<file path="config.mk">
export PLATFORM = sky130hd
export DESIGN_NAME = infix_postfix_sched
export DESIGN_NICKNAME = d
export VERILOG_FILES = /design/src/rtl/infix_postfix_sched.sv
export SDC_FILE = /design/constraint.sdc
export NUM_CORES = 1
export LEC_CHECK = 0
export ABC_CLOCK_PERIOD_IN_PS = 4300
export CAP_MARGIN = 20
export CORE_ASPECT_RATIO = 0.8
export CORE_UTILIZATION = 50
export DETAILED_ROUTE_END_ITERATION = 8
export PLACE_DENSITY = 0.82
export SETUP_SLACK_MARGIN = 0.1
export SYNTH_ARGS = -nofsm -noshare
export SYNTH_HDL_FRONTEND = slang
export SYNTH_SLANG_ARGS = --single-unit
export TNS_END_PERCENT = 30
</file>
<file path="constraint.sdc">
create_clock -name clk -period 4.3 [get_ports clk]
set_clock_uncertainty 0.2 [all_clocks]
set_input_delay 0.86 -clock clk [delete_from_list [all_inputs] [get_ports clk]]
set_output_delay 0.86 -clock clk [all_outputs]
set_load 0.01 [all_outputs]
</file>
<file path="src/rtl/infix_postfix_sched.sv">
// infix_postfix_sched
// Token scheduler between the keypad/token decoder and the postfix evaluator.
// Reorders an infix token stream (operands, ADD/SUB/MUL, END) into postfix
// order with a shunting-yard operator stack, and emits one token per
// valid/ready handshake so the evaluator sees tokens in execution order.
//
// Ports:
//   clk, rst                 clock, synchronous active-high reset
//   in_valid / in_ready      input token handshake
//   in_is_op, in_op, in_data input token (op codes: 00 ADD, 01 SUB, 10 MUL, 11 END)
//   out_valid / out_ready    output token handshake
//   out_is_op, out_op, out_data  output token
//   busy                     scheduler is not in ACCEPT
//   err                      operator stack overflow, sticky until rst
module infix_postfix_sched #(
    parameter int DATA_W    = 16,
    parameter int STK_DEPTH = 8,
    parameter int PTR_W     = 3
) (
    input  logic              clk,
    input  logic              rst,
    input  logic              in_valid,
    output logic              in_ready,
    input  logic              in_is_op,
    input  logic [1:0]        in_op,
    input  logic [DATA_W-1:0] in_data,
    output logic              out_valid,
    input  logic              out_ready,
    output logic              out_is_op,
    output logic [1:0]        out_op,
    output logic [DATA_W-1:0] out_data,
    output logic              busy,
    output logic              err
);

    localparam logic [1:0]     OP_MUL  = 2'b10;
    localparam logic [1:0]     OP_END  = 2'b11;
    localparam logic [PTR_W:0] SP_ONE  = 1;
    localparam logic [PTR_W:0] SP_FULL = (PTR_W + 1)'(STK_DEPTH);

    typedef enum logic [2:0] {
        S_ACCEPT,
        S_REDUCE,
        S_PUSH,
        S_FLUSH,
        S_ERR
    } state_t;

    state_t            state, state_nx;
    logic [1:0]        stack [STK_DEPTH];
    // One bit wider than the index so "full" is distinguishable from "empty".
    logic [PTR_W:0]    sp;
    logic [PTR_W-1:0]  top_idx;
    logic [1:0]        top_op;
    logic [1:0]        pending, pending_nx;
    logic              stack_empty, stack_full, loadable;
    logic              load, ld_is_op;
    logic [1:0]        ld_op;
    logic [DATA_W-1:0] ld_data;
    logic              do_push, do_pop, set_err;

    function automatic logic [1:0] prec(input logic [1:0] op);
        return (op == OP_MUL) ? 2'd2 : 2'd1;
    endfunction

    assign stack_empty = (sp == '0);
    assign stack_full  = (sp == SP_FULL);
    assign top_idx     = PTR_W'(sp - SP_ONE);
    assign top_op      = stack[top_idx];
    // The output register can take a new token if it is empty or being drained now.
    assign loadable    = ~out_valid | out_ready;
    assign in_ready    = (state == S_ACCEPT) & ~err & loadable;
    assign busy        = (state != S_ACCEPT);

    always_comb begin
        state_nx   = state;
        pending_nx = pending;
        load       = 1'b0;
        ld_is_op   = 1'b0;
        ld_op      = 2'b00;
        ld_data    = '0;
        do_push    = 1'b0;
        do_pop     = 1'b0;
        set_err    = 1'b0;
        case (state)
            S_ACCEPT: begin
                if (in_valid && in_ready) begin
                    if (!in_is_op) begin
                        load    = 1'b1;
                        ld_data = in_data;
                    end else if (in_op == OP_END) begin
                        state_nx = S_FLUSH;
                    end else begin
                        pending_nx = in_op;
                        state_nx   = S_REDUCE;
                    end
                end
            end
            S_REDUCE: begin
                // Left associativity: equal precedence also pops.
                if (!stack_empty && (prec(top_op) >= prec(pending))) begin
                    if (loadable) begin
                        load     = 1'b1;
                        ld_is_op = 1'b1;
                        ld_op    = top_op;
                        do_pop   = 1'b1;
                    end
                end else begin
                    state_nx = S_PUSH;
                end
            end
            S_PUSH: begin
                if (stack_full) begin
                    set_err  = 1'b1;
                    state_nx = S_ERR;
                end else begin
                    do_push  = 1'b1;
                    state_nx = S_ACCEPT;
                end
            end
            S_FLUSH: begin
                if (loadable) begin
                    load     = 1'b1;
                    ld_is_op = 1'b1;
                    if (!stack_empty) begin
                        ld_op  = top_op;
                        do_pop = 1'b1;
                    end else begin
                        ld_op    = OP_END;
                        state_nx = S_ACCEPT;
                    end
                end
            end
            S_ERR: begin
                state_nx = S_ERR;
            end
            default: begin
                state_nx = S_ACCEPT;
            end
        endcase
    end

    always_ff @(posedge clk) begin
        if (rst) begin
            state     <= S_ACCEPT;
            sp        <= '0;
            pending   <= 2'b00;
            out_valid <= 1'b0;
            out_is_op <= 1'b0;
            out_op    <= 2'b00;
            out_data  <= '0;
            err       <= 1'b0;
        end else begin
            state   <= state_nx;
            pending <= pending_nx;
            if (do_pop) begin
                sp <= sp - SP_ONE;
            end else if (do_push) begin
                sp <= sp + SP_ONE;
            end
            if (load) begin
                out_valid <= 1'b1;
                out_is_op <= ld_is_op;
                out_op    <= ld_op;
                out_data  <= ld_data;
            end else if (out_valid && out_ready) begin
                out_valid <= 1'b0;
            end
            if (set_err) begin
                err <= 1'b1;
            end
        end
    end

    // Stack contents need no reset: the pointer alone defines what is valid.
    always_ff @(posedge clk) begin
        if (do_push) begin
            stack[sp[PTR_W-1:0]] <= pending;
        end
    end

endmodule
</file>
* After elaboration in Yosys (flattened, before gate mapping)
Memories as Yosys holds them, arrays and structs flattened.
Index checks and enable logic that the tools add are counted.
** Word-level totals
- Output and inout port bits :: 23
- Memory bits (writable) :: 16
- Memories :: 1
- Input port bits :: 23
- Register bits :: 30
- Word-level logic and storage cells :: 79
** Operators by class
- Bitwise operators :: 6
- Eq/ne operators :: 13
- Add/sub/neg operators :: 2
- Reductions and logical operators :: 11
- Multiplexer cells :: 37
- $lt $le $gt $ge :: 1
** Memories
- stack :: depth 8, bits a word 2, read ports 1, clocked after memory_dff 0, write ports 1, RTL line 50 : logic [1:0] stack [STK_DEPTH];
** Operators by type and width (count)
- 16-bit 2-to-1 mux :: 3
- 3-bit 2-to-1 mux :: 6
- 3-bit one-hot mux with 5 select lines :: 1
- 1-bit 2-to-1 mux :: 14
- 2-bit 2-to-1 mux :: 7
- 4-bit 2-to-1 mux :: 2
- 2-bit != test, second input constant :: 4
- 2-bit equality test, second input constant :: 3
- 3-bit by 2-bit equality test with 1-bit output, second input constant :: 2
- 5-bit AND reduction :: 1
- 4-bit by 1-bit adder with 4-bit output, second input constant :: 1
- 4-bit equality test, second input constant :: 1
- 4-bit logical NOT :: 1
- 1-bit one-hot mux with 2 select lines :: 2
- 2-bit one-hot mux with 2 select lines :: 1
- 4-bit AND reduction :: 1
- 2-bit nonzero test :: 2
- 4-bit by 1-bit subtractor with 4-bit output, second input constant :: 1
- 3-bit by 1-bit equality test with 1-bit output, second input constant :: 1
- 3-bit equality test, second input constant :: 1
- 1-bit logical AND :: 3
- 3-bit logical NOT :: 1
- 1-bit NOT :: 3
- 1-bit one-hot mux with 3 select lines :: 1
- other kinds (6) :: 7

* Logic depth before layout (Yosys ltp)
An unclocked memory read counts as a cell.
- Depth in word-level cells :: 9
- Depth in mapped cells :: 11
- Gate-level depth less buffers :: 8

* Least setup slack after synthesis
Ideal clock, no wire load.
- Path kind :: reg2reg
- Start :: reg sp[0]
- End :: reg out_data[0]
- Period minus slack after synthesis :: 3.015 ns
- Stages on the path, launching flop included :: 12
- Arrival time :: 2.698 ns
- Buffers on the path :: 4
- Slack :: 1.285 ns
- Library setup time :: 0.117 ns
- Cells stage by stage :: dfxtp_1 clkbuf_1 inv_1 ha_1 buf_4 buf_6 a32oi_1 mux4_2 and2_4 o211a_4 buf_6 a22o_1
** On the way
- Word-level cells in the longest chain between the ends :: 8
- Elaborated cells on any way between the ends :: 10
** Ends and longest elaborated chain
- from (decl) :: RTL line 52 : logic [PTR_W:0] sp;
- from (signal assigned) :: RTL line 157 : sp <= sp - SP_ONE;
- from (signal assigned) :: RTL line 159 : sp <= sp + SP_ONE;
- 4-bit by 1-bit subtractor with 4-bit output
- memory 8 x 2 bit
- 2-bit equality test :: RTL line 63 : return (op == OP_MUL) ? 2'd2 : 2'd1;
- 2-bit 2-to-1 mux :: RTL line 63
- 2-bit greater-or-equal comparator :: RTL line 101 : if (!stack_empty && (prec(top_op) >= prec(pending))) begin
- 1-bit logical AND (*) :: RTL line 101
- 1-bit 2-to-1 mux (*) :: RTL line 101
- 1-bit one-hot mux with 3 select lines (*) :: RTL line 85 : case (state)
- to (signal assigned) :: RTL line 165 : out_data <= ld_data;
- to (decl) :: RTL line 31 : output logic [DATA_W-1:0] out_data,
Mark *: on every way between the ends. The rest lies on a longest branch, timed or not.
A chain may end at the register's enable or synchronous reset.

* Worst setup path in the final report
- Start :: reg sp[0]
- End :: reg out_data[8]
The elaborated chain is that of the path after synthesis.

==> metrics.txt <==
vias in the first global route between 1000 and 1500; PwrDens 352 nW/um^2; initial DRC count around 130; Syn-to-layout area delta 26.9%; Synth area leader dfxtp_1; Final Cell Area ~2600 sq um; Slew headroom 0.516; Max IR drop VDD 0.218 mV; CORE AREA 3850 sq um; Clock transition at path regs approximately 90 ps; Diodes inserted 0; Mapped Area slightly above 2000 sq um; clk buf depth 2; Max Freq 304 MHz; CP Launch Type register; ys async rst share 0; Cell variety after synth 41; Final min period 3290 ps; worst skew pair latency 300 ps; Wirelength per Cell 15.8 um; Post-synth top cells dfxtp_1, nor2_1, edfxtp_1; CTS buffer count 5; Crit Path Class register to register; die area approximately 4400 sq um; CTS Sinks 46; total negative slack 0 ps; initial core utilization 0.533; # port buffers 45; Fin Hold WS 259 ps; placed cell areas around 2500 sq um; CTS Hold Buffers Added 0; PostCTS Resize Cnt 0; Pins Over Slew Limit 0; antenna violations before repair 0; post-synthesis net count approximately 210; Via density around 5.6; Synth Register Bits 46; worst path arrival time 3280 ps; Post-Syn Instances 187; CTS tree done; DP Wirelength 3220 um; yosys warns 0; top post-synthesis cells by area dfxtp_1, edfxtp_1, a22o_1; Worst-Margin Slew 726 ps; WP data required 4290 ps; GR Util All Layers 0.213; Die H 59.3 um; DRT Wirelength 4530 um; final hold vios 0; DRC Markers 0; max_cap viols 0; Yosys top cell area share 0.293; Via Count 1608; Finish-stage setup viols 0; number of synthesized flops with an enable pin 16; RSZ-0062 raised after global routing false; share of layout cells above drive strength 1 0.0952; sequential share of the synthesized area 0.527; first-pass GRT wire length 6900 um; most common cell in the netlist dfxtp_1; first drt pass iteration count 4; DRT antenna net count 0; routability cong. 0.784; htree depth 2; LEAKAGE 0.910 nW; outcome complete, no violations; global route overflow 0; num rows 20; post-CTS setup buffers 0; critical path capture point type register; Boundary Pins 46; nets 255; type of the most critical hold path register to register; die width 73.6 um; pin count of the biggest net entering global routing 19; ys flop type dfxtp_1; Mean Syn Cell Area 11.0 sq um; Final period util 0.766; root buffer cell clkbuf_8; crit-path max FO 16
==> layer usage <==
layer / GRT usage / vias to the layer above / part of all wire
met5: 0 / - / 0
met4: 0.0714 / 0 / 0.011
met3: 0.0306 / 5 / 0.052
met2: 0.328 / 64 / 0.47
met1: 0.312 / 760 / 0.47
li1: - / 779 / -
==> sequential cells by signal, summed over array words and instances (netlist names) <==
name	flops
out_data	16
stack	16
sp	4
state	3
out_op	2
pending	2
err	1
out_is_op	1
out_valid	1
==> final timing paths <==
check                                                end              startpoint  cells after the start  slack (ps)
worst min-delay path              out_is_op$_SDFFE_PP0P_  out_is_op$_SDFFE_PP0P_                      2         260
worst max register to register  out_data[8]$_SDFFE_PP0P_      sp[0]$_SDFFE_PP0P_                      7        1010
worst max-delay path            out_data[8]$_SDFFE_PP0P_      sp[0]$_SDFFE_PP0P_                      7        1010
worst min register to register    out_is_op$_SDFFE_PP0P_  out_is_op$_SDFFE_PP0P_                      2         260
==> power by group <==
| part | switching, mW | total, mW | internal, mW |
|---|---|---|---|
| logic | 0.0622 | 0.136 | 0.0740 |
| registers | 0.0164 | 0.481 | 0.464 |
| clock network | 0.149 | 0.299 | 0.150 |
| total | 0.228 | 0.916 | 0.688 |
==> critical path, cell delays in order, from the launching register on <==
cell and delay (ps):
dfxtp_1 730, inv_1 100, ha_1 640, a32oi_1 180, mux4_2 600, and2_4 180
o211a_4 320, a22o_2 230
==> metrics by stage <==
step	power (mW)	instances	utilization	setup WS (ps)
floorplan	0.569	187	-	1280
global placement	0.622	278	0.648	1030
detailed placement	0.625	278	0.648	1010
CTS	0.922	286	0.676	1000
global route	0.945	286	0.676	860
finish	0.916	286	0.676	1010
==> cell type report <==
cell class,count,area [sq um]
Fill cell,310,1250
Sequential cell,46,1080
Multi-Input combinational cell,122,860
Timing Repair Buffer,45,450
Clock buffer,6,93.8
Tap cell,55,68.8
Inverter,10,37.5
Clock inverter,2,13.8
==> logic make-up after synthesis <==
family,synth area share
muxes,0.0603
adders and majority gates,0.0122
xor gates and xnor gates,0.0165
buffers and inverters,0.0548
and+or+nand+nor,0.160
AOI/OAI and AO/OA,0.170
DFF,0.527
==> layout by cell type, fill, tap and decap left out, drive strengths merged, types with 2 or more instances in the layout <==
cell type,instances
inv,11
nand2b,2
a31oi,4
nor2,27
a21oi,7
edfxtp,16
o21ai,4
mux4,5
nand2,10
clkbuf,6
nand3b,3
xnor2,2
a32oi,4
clkdlybuf4s50,45
nand3,5
ha,2
o22a,2
nor3,11
dfxtp,30
and3,2
a22o,16
Power figures use the tool's default switching activity.
